--- src/rtl/alu_seq_calc_if.sv ---
// ---------------------------------------------------------------------------
// | alu_seq_calc_if : operand entry bus and registered result/status bundle |
// | Rev 1.0 - initial release                                               |
// ---------------------------------------------------------------------------
`default_nettype none

interface alu_seq_calc_if #(
  parameter int M = 8
);
  logic [M-1:0] data_in;
  logic         load;
  logic [M-1:0] a_q;
  logic [M-1:0] b_q;
  logic [2:0]   op_q;
  logic [M-1:0] result;
  logic [3:0]   status;
  logic [2:0]   state_q;
  logic         busy;
  logic         done;

  modport master (
    output data_in, load,
    input  a_q, b_q, op_q, result, status, state_q, busy, done
  );

  modport slave (
    input  data_in, load,
    output a_q, b_q, op_q, result, status, state_q, busy, done
  );
endinterface

`default_nettype wire

--- src/rtl/alu_seq_calc.sv ---
// ---------------------------------------------------------------------------
// | alu_seq_calc : sequential calculator core, operands/opcode entered on   |
// | one bus. Optional shift-add multiply enabled by macro ALU_MUL_EN.       |
// | Rev 1.0 - initial release                                               |
// ---------------------------------------------------------------------------
`default_nettype none

module alu_seq_calc #(
  parameter int M = 8
) (
  input wire           clk,
  input wire           reset,
  alu_seq_calc_if.slave bus
);

  localparam int SW = $clog2(M);

  localparam logic [2:0] c_op_add = 3'd0;
  localparam logic [2:0] c_op_sub = 3'd1;
  localparam logic [2:0] c_op_or  = 3'd2;
  localparam logic [2:0] c_op_and = 3'd3;
  localparam logic [2:0] c_op_xor = 3'd4;
  localparam logic [2:0] c_op_shl = 3'd5;
  localparam logic [2:0] c_op_shr = 3'd6;
  localparam logic [2:0] c_op_mul = 3'd7;

  typedef enum logic [2:0] {
    S_WAIT_A  = 3'd0,
    S_WAIT_B  = 3'd1,
    S_WAIT_OP = 3'd2,
    S_EXEC    = 3'd3,
    S_SHOW    = 3'd4
  } state_t;

  state_t       r_state;
  state_t       w_state_next;
  logic         w_ld_a;
  logic         w_ld_b;
  logic         w_ld_op;
  logic         w_exec_last;
  logic         w_exec_done;

  logic [M-1:0] r_a;
  logic [M-1:0] r_b;
  logic [2:0]   r_op;
  logic [M-1:0] r_result;
  logic [3:0]   r_status;
  logic         r_done;

  logic [M:0]   w_sum;
  logic [M-1:0] w_diff;
  logic [M-1:0] w_res;
  logic         w_c;
  logic         w_v;

`ifdef ALU_MUL_EN
  localparam logic [SW-1:0] c_cnt_last = SW'(M - 1);

  logic [2*M-1:0] r_acc;
  logic [2*M-1:0] r_mcand;
  logic [M-1:0]   r_mplier;
  logic [SW-1:0]  r_cnt;
  logic [2*M-1:0] w_acc_next;

  assign w_acc_next  = r_acc + (r_mplier[0] ? r_mcand : '0);
  assign w_exec_last = (r_op != c_op_mul) || (r_cnt == c_cnt_last);

  // Accumulator is cleared as the opcode lands, so EXEC starts from zero.
  always_ff @(posedge clk) begin
    if (reset) begin
      r_acc    <= '0;
      r_mcand  <= '0;
      r_mplier <= '0;
      r_cnt    <= '0;
    end else if (w_ld_op) begin
      r_acc    <= '0;
      r_mcand  <= {{M{1'b0}}, r_a};
      r_mplier <= r_b;
      r_cnt    <= '0;
    end else if (r_state == S_EXEC) begin
      r_acc    <= w_acc_next;
      r_mcand  <= r_mcand << 1;
      r_mplier <= r_mplier >> 1;
      r_cnt    <= r_cnt + SW'(1);
    end
  end
`else
  assign w_exec_last = 1'b1;
`endif

  always_ff @(posedge clk) begin
    if (reset) begin
      r_state <= S_WAIT_A;
    end else begin
      r_state <= w_state_next;
    end
  end

  always_comb begin
    w_state_next = r_state;
    w_ld_a       = 1'b0;
    w_ld_b       = 1'b0;
    w_ld_op      = 1'b0;
    w_exec_done  = 1'b0;
    case (r_state)
      S_WAIT_A: if (bus.load) begin
        w_ld_a       = 1'b1;
        w_state_next = S_WAIT_B;
      end
      S_WAIT_B: if (bus.load) begin
        w_ld_b       = 1'b1;
        w_state_next = S_WAIT_OP;
      end
      S_WAIT_OP: if (bus.load) begin
        w_ld_op      = 1'b1;
        w_state_next = S_EXEC;
      end
      S_EXEC: if (w_exec_last) begin
        w_exec_done  = 1'b1;
        w_state_next = S_SHOW;
      end
      S_SHOW: if (bus.load) begin
        w_ld_a       = 1'b1;
        w_state_next = S_WAIT_B;
      end
      default: w_state_next = S_WAIT_A;
    endcase
  end

  always_comb begin
    w_sum  = {1'b0, r_a} + {1'b0, r_b};
    w_diff = r_a - r_b;
    w_res  = '0;
    w_c    = 1'b0;
    w_v    = 1'b0;
    case (r_op)
      c_op_add: begin
        w_res = w_sum[M-1:0];
        w_c   = w_sum[M];
        w_v   = (r_a[M-1] == r_b[M-1]) && (w_sum[M-1] != r_a[M-1]);
      end
      c_op_sub: begin
        w_res = w_diff;
        w_c   = (r_a >= r_b);
        w_v   = (r_a[M-1] != r_b[M-1]) && (w_diff[M-1] != r_a[M-1]);
      end
      c_op_or:  w_res = r_a | r_b;
      c_op_and: w_res = r_a & r_b;
      c_op_xor: w_res = r_a ^ r_b;
      c_op_shl: w_res = r_a << r_b[SW-1:0];
      c_op_shr: w_res = r_a >> r_b[SW-1:0];
      c_op_mul: begin
`ifdef ALU_MUL_EN
        w_res = w_acc_next[M-1:0];
        w_c   = |w_acc_next[2*M-1:M];
`else
        w_res = '0;
`endif
      end
      default: w_res = '0;
    endcase
  end

  always_ff @(posedge clk) begin
    if (reset) begin
      r_a      <= '0;
      r_b      <= '0;
      r_op     <= '0;
      r_result <= '0;
      r_status <= 4'b0000;
      r_done   <= 1'b0;
    end else begin
      r_done <= w_exec_done;
      if (w_ld_a) begin
        r_a <= bus.data_in;
      end
      if (w_ld_b) begin
        r_b <= bus.data_in;
      end
      if (w_ld_op) begin
        r_op <= bus.data_in[2:0];
      end
      if (w_exec_done) begin
        r_result <= w_res;
        r_status <= {w_res[M-1], (w_res == '0), w_c, w_v};
      end
    end
  end

  assign bus.a_q     = r_a;
  assign bus.b_q     = r_b;
  assign bus.op_q    = r_op;
  assign bus.result  = r_result;
  assign bus.status  = r_status;
  assign bus.state_q = r_state;
  assign bus.busy    = (r_state == S_EXEC);
  assign bus.done    = r_done;

endmodule

`default_nettype wire

--- src/flat_wrapper.sv ---
// flat-port wrapper written by rule: the top's interface ports become plain ports
module alu_seq_calc_flat 
#(
  parameter int M = 8
)
  (clk, reset, bus_data_in, bus_load, bus_a_q, bus_b_q, bus_op_q, bus_result, bus_status, bus_state_q, bus_busy, bus_done);
  alu_seq_calc_if #(.M(M)) bus_i ();
  input wire clk;
  input wire reset;
  input wire logic [$bits(bus_i.data_in)-1:0] bus_data_in;
  input wire logic [$bits(bus_i.load)-1:0] bus_load;
  output wire logic [$bits(bus_i.a_q)-1:0] bus_a_q;
  output wire logic [$bits(bus_i.b_q)-1:0] bus_b_q;
  output wire logic [$bits(bus_i.op_q)-1:0] bus_op_q;
  output wire logic [$bits(bus_i.result)-1:0] bus_result;
  output wire logic [$bits(bus_i.status)-1:0] bus_status;
  output wire logic [$bits(bus_i.state_q)-1:0] bus_state_q;
  output wire logic [$bits(bus_i.busy)-1:0] bus_busy;
  output wire logic [$bits(bus_i.done)-1:0] bus_done;
  assign bus_i.data_in = bus_data_in;
  assign bus_i.load = bus_load;
  assign bus_a_q = bus_i.a_q;
  assign bus_b_q = bus_i.b_q;
  assign bus_op_q = bus_i.op_q;
  assign bus_result = bus_i.result;
  assign bus_status = bus_i.status;
  assign bus_state_q = bus_i.state_q;
  assign bus_busy = bus_i.busy;
  assign bus_done = bus_i.done;
  alu_seq_calc #(.M(M)) u_core (.clk(clk), .reset(reset), .bus(bus_i));
endmodule
--- config.mk ---
export PLATFORM = sky130hd
export DESIGN_NAME = alu_seq_calc_flat
export DESIGN_NICKNAME = d
export VERILOG_FILES = /design/src/rtl/alu_seq_calc_if.sv /design/src/rtl/alu_seq_calc.sv /design/src/flat_wrapper.sv
export SDC_FILE = /design/constraint.sdc
export NUM_CORES = 1
export LEC_CHECK = 0
export BUFFER_PORTS_ARGS = -buffer_cell sky130_fd_sc_hd__buf_2
export CORE_MARGIN = 4
export CORE_UTILIZATION = 30
export CTS_CLUSTER_SIZE = 24
export DETAILED_ROUTE_END_ITERATION = 6
export PLACE_DENSITY = 0.53
export REMOVE_ABC_BUFFERS = 1
export SETUP_SLACK_MARGIN = 0.15
export SLEW_MARGIN = 20
export SYNTH_ARGS = -nofsm -noshare
export SYNTH_HDL_FRONTEND = slang
export SYNTH_SLANG_ARGS = --single-unit
--- constraint.sdc ---
create_clock -name clk -period 4.4 [get_ports clk]
set_input_delay 0.44 -clock clk [delete_from_list [all_inputs] [get_ports clk]]
set_output_delay 0.44 -clock clk [all_outputs]
set_load 0.02 [all_outputs]
== After elaboration in Yosys (flattened, before gate mapping) ==
Cells that the tools add are included.

* Register bits: 35
* Bits of input ports: 11

* $add $sub $neg: 2
* Magnitude comparators: 1
* Equality and inequality tests: 18
* Shifts and indexed selects: 2
* Mux-type cells: 12
* Bitwise logic cells: 3
* Reductions and logical operators: 7

{| class="wikitable"
|+ Operator list
! kind !! count
|-
| $pmux 8 s8 || 1
|-
| $eq 3x3->1 const B || 5
|-
| $eq 3x2->1 const B || 4
|-
| $pmux 3 s4 || 1
|-
| $add 8x8->9 || 1
|-
| $mux 3 || 3
|-
| $and 8x8->8 || 1
|-
| $ge 8x8->1 || 1
|-
| $logic_not 8->1 || 1
|-
| $or 8x8->8 || 1
|-
| $shl 8x3->8 || 1
|-
| $shr 8x3->8 || 1
|-
| $sub 8x8->8 || 1
|-
| $xor 8x8->8 || 1
|-
| $eq 3x1->1 const B || 2
|-
| $logic_not 3->1 || 2
|-
| $mux 1 || 5
|-
| $ne 2x2->1 const B || 2
|-
| $pmux 1 s2 || 2
|-
| $ne 1x1->1 || 3
|-
| $reduce_and 3->1 || 1
|-
| $logic_and 1x1->1 || 2
|-
| $ne 2x1->1 const B || 1
|-
| $reduce_or 2->1 || 1
|-
| $eq 1x1->1 || 1
|}

== Depth between registers and ports, before layout ==
* Depth after elaboration: 4
* Mapped depth: 12
* Gate-level depth less buffers: 12

== Least setup slack after synthesis ==
OpenSTA, ideal clock, no wires.

* Path type: reg-to-reg
* Start point: reg u_core.r_a[3], in the netlist u_core.bus.a_q[3]
* End point: reg u_core.r_status[2], in the netlist u_core.bus.status[2]
* Setup time: 0.069 ns
* Arrival time: 2.735 ns
* Required time: 4.331 ns
* Setup slack: 1.596 ns
* Stages on the path, launching flop included: 11
* Period minus slack after synthesis: 2.804 ns
* Cell sequence: dfxtp_1 > inv_1 > ha_1 > clkbuf_1 > and3_1 > a2111oi_1 > o32ai_1 > o22ai_1 > o2111ai_1 > or4_1 > o21ai_1

* Word-level cells in the longest chain between the ends: 3
* Elaborated cells between the ends (all ways): 9

{| class="wikitable"
|+ RTL lines
! element !! line !! text
|-
| start, declared || alu_seq_calc.sv:43 || <nowiki>logic [M-1:0] r_a;</nowiki>
|-
| start signal, assigned || alu_seq_calc.sv:175 || <nowiki>r_a <= bus.data_in;</nowiki>
|-
| $sub 8x8->8 (tied with other cells) || alu_seq_calc.sv:132 || <nowiki>w_diff = r_a - r_b;</nowiki>
|-
| $pmux 8 s8 (*) || alu_seq_calc.sv:136 || <nowiki>case (r_op)</nowiki>
|-
| $logic_not 8->1 (*) || alu_seq_calc.sv:185 || <nowiki>r_status <= {w_res[M-1], (w_res == '0), w_c, w_v};</nowiki>
|-
| end signal, assigned || alu_seq_calc.sv:185 ||
|-
| end, declared || alu_seq_calc.sv:47 || <nowiki>logic [3:0] r_status;</nowiki>
|}

Every way passes the cells marked *; elsewhere a longest branch is shown, timed or not.
A chain may end at the register's enable or synchronous reset.

== Worst setup path after layout ==
* Start point: reg u_core.r_b[2], in the netlist u_core.bus.b_q[2]
* End point: reg u_core.r_status[2], in the netlist u_core.bus.status[2]

* Word-level cells in the longest chain between the ends: 3
* Elaborated cells between the ends (all ways): 9

{| class="wikitable"
|+ RTL lines
! element !! line !! text
|-
| start, declared || alu_seq_calc.sv:44 || <nowiki>logic [M-1:0] r_b;</nowiki>
|-
| start signal, assigned || alu_seq_calc.sv:178 || <nowiki>r_b <= bus.data_in;</nowiki>
|-
| $sub 8x8->8 (tied with other cells) || alu_seq_calc.sv:132 ||
|-
| $pmux 8 s8 (*) || alu_seq_calc.sv:136 ||
|-
| $logic_not 8->1 (*) || alu_seq_calc.sv:185 ||
|}

Marked as above.

==> out/qor.txt <==
Routed vias/inst -> 5.33
Clock sink count -> 34
Clock Latency Late Sink -> 0.28 ns
Die W -> 107 um
Critical Path Slowest Stage Cell -> dfxtp_1
Pin count of the biggest net entering global routing -> 36
Crit-path leading delay family -> compound AO/OA/AOI/OAI gates
Reg clk slew, reported paths -> 0.07 ns
Max cap viols -> 0
Top FF cell, synth -> dfxtp_1
GP Congestion -> 0.963
Via Count -> 2,846
Layout cells sized above 1 -> 17.8%
Total grt overflow -> 0
Critical Path End Type -> flip-flop
Cell area after layout -> 3350 um^2
DP Area -> 3250 um^2
Worst Setup Start Kind -> flip-flop
Hold-fix buffers, CTS -> 0
Initial antenna violation count -> 0
CP max stage delay -> 0.64 ns
Synth cell types -> 57
Final Critical Period -> 3.26 ns
Multi-input logic area -> 2050 um^2
WP data required -> 4.62 ns
Most frequent cells in the layout -> buf_2, nand2_1, nor2_1
H-Tree Depth -> 2
CTS buffer count -> 5
Power after layout -> 0.802 mW
IO buf count -> 46
Sequential area share after synthesis -> 23.1%
Placeable Area -> 9420 um^2
Hold crit path type -> in -> reg
Critical path class -> reg -> reg
RSZ-0062 raised after global routing -> no
Routed Antenna Nets -> 0
Resized Gates After CTS -> 0
Effective utilization at floorplan -> 31.3%
Per-cell routed wire length -> 16.3 um
Vias in the first global route -> 2,706
Final hold vios -> 0
Die Height -> 107 um
WP buf/inv -> 1
Synth async-reset ratio -> 0%
Seq cells post-synth -> 34
Cell count after synthesis -> 372
Setup-failing EPs final -> 0
Layout Skew -> 0.00357 ns
Detailed Place HPWL -> 6.67 mm
Peak supply drop -> 165 uV
Die ar. -> 11,500 um^2
Sum Neg Setup Slack -> 0 ns
Leakage -> 1.40 nW
Gr usage total -> 15.5%
Syn. warnings -> 0
Period utilization -> 74.1%
Layout net count -> 442
Area growth syn-to-layout -> 13.5%
Status -> finished, final reports clean
Number of post-CTS setup repair buffers -> 0
Initial DRC Count -> 180
Top Ports -> 47
DRT Pass-1 Iters -> 6
FF+latch area -> 681 um^2
Crit path DAT -> 3.48 ns
# fillers -> 1,004
Pwr Density -> 240 nW/um^2
Post-Syn Area -> 2950 um^2
Post-Synthesis Mean Instance Area -> 7.92 um^2
Fin. max-slew vios -> 0
Slew margin rel. -> 37.1%
Worst Tran Pin Value -> 0.939 ns
First-pass GRT wire length -> 14.3 mm
Maximum fanout along the worst path -> 15
DRC -> 0
Final wirelength -> 8.72 mm
Max Fclk -> 307 MHz
Ant. Diodes -> 0
CTS tree -> yes
CTS Buffer Depth -> 2
Crit-path cells -> inv_2, ha_1, and3_1, a2111oi_1, o32ai_1, o22ai_1, o2111ai_1, or4_1, o21ai_1
Number of flops mapped to enable cells by yosys -> 0
Clk root buf -> clkbuf_8
Most common cell after layout, fill and taps aside -> buf_2
Placement Rows -> 35
-- synth_stat cells (all sizes together), types with 8 or more instances --
cell type   n  area [um^2]
nor3       15         75.1
dfxtp      34          681
buf        11         63.8
nand2      42          158
nor2       39          146
mux2i      21          210
a21oi      31          155
clkbuf     14         53.8
o21ai       8         40.0
mux4        8          180
ha         25          313
inv        25         93.8
-- logic make-up after synthesis --
kind of cell | count (synthesis) | synth area share (%)
XOR/XNOR | 2 | 0.595
AND/OR/NAND/NOR | 138 | 22.5
flip-flops | 34 | 23.1
adder cells (fa/ha/maj) | 27 | 12.0
AO/OA/AOI/OAI | 91 | 21.0
multiplexers | 30 | 13.6
buffers and inverters | 50 | 7.18
-- state kept, by name, indices dropped and copies added (netlist names) --
name,count
u_core.bus.status,3
u_core.bus.op_q,3
u_core.bus.b_q,8
u_core.bus.a_q,8
u_core.bus.result,8
u_core.bus.state_q,3
u_core.bus.done,1
-- metal layers --
layer | routed length [um] | track usage, % | vias to the layer above
li1 | - | - | 1398
met1 | 4120 | 21.8 | 1348
met2 | 4070 | 24.8 | 82
met3 | 328 | 1.75 | 18
met4 | 194 | 4.47 | 0
met5 | 0 | 0 | -
-- final timing paths --
path	start	endpoint	slack, ns	cells after the start
setup reg to reg	u_core.bus.b_q[2]	u_core.bus.status[2]	1.14	9
setup / recovery	u_core.bus.b_q[2]	u_core.bus.status[2]	1.14	9
hold / removal	bus_data_in[4]	u_core.bus.b_q[4]	0.40	3
hold reg to reg	u_core.bus.result[4]	u_core.bus.result[4]	0.45	2
-- power by group --
part           internal (mW)  total (mW)  switching, mW
Sequential             0.318       0.344         0.0253
Clock                  0.126       0.244          0.118
Combinational         0.0846       0.214          0.129
Total                  0.529       0.802          0.273
-- cell type report --
type	instances	area share [%]
Clock inverter	2	0.374
Multi-Input combinational cell	288	61.4
Timing Repair Buffer	50	7.78
Sequential cell	34	20.3
Clock buffer	6	2.47
Tap cell	129	4.82
Inverter	25	2.80
-- tightest hold or removal path: stages --
cell,delay [ns]
buf_2,0.11
nand2_1,0.05
a21oi_1,0.05
-- metrics by stage --
step                setup slack [ns]  std cells  util (%)  hold WS [ns]
global placement                1.31        526      34.5         0.442
floorplan                       1.20        347         -         0.509
finish                          1.14        534      35.5         0.404
detailed placement              1.24        526      34.5         0.449
CTS                             1.19        534      35.5         0.395
global route                   0.937        534      35.5         0.393
Power figures use the tool's default switching activity.
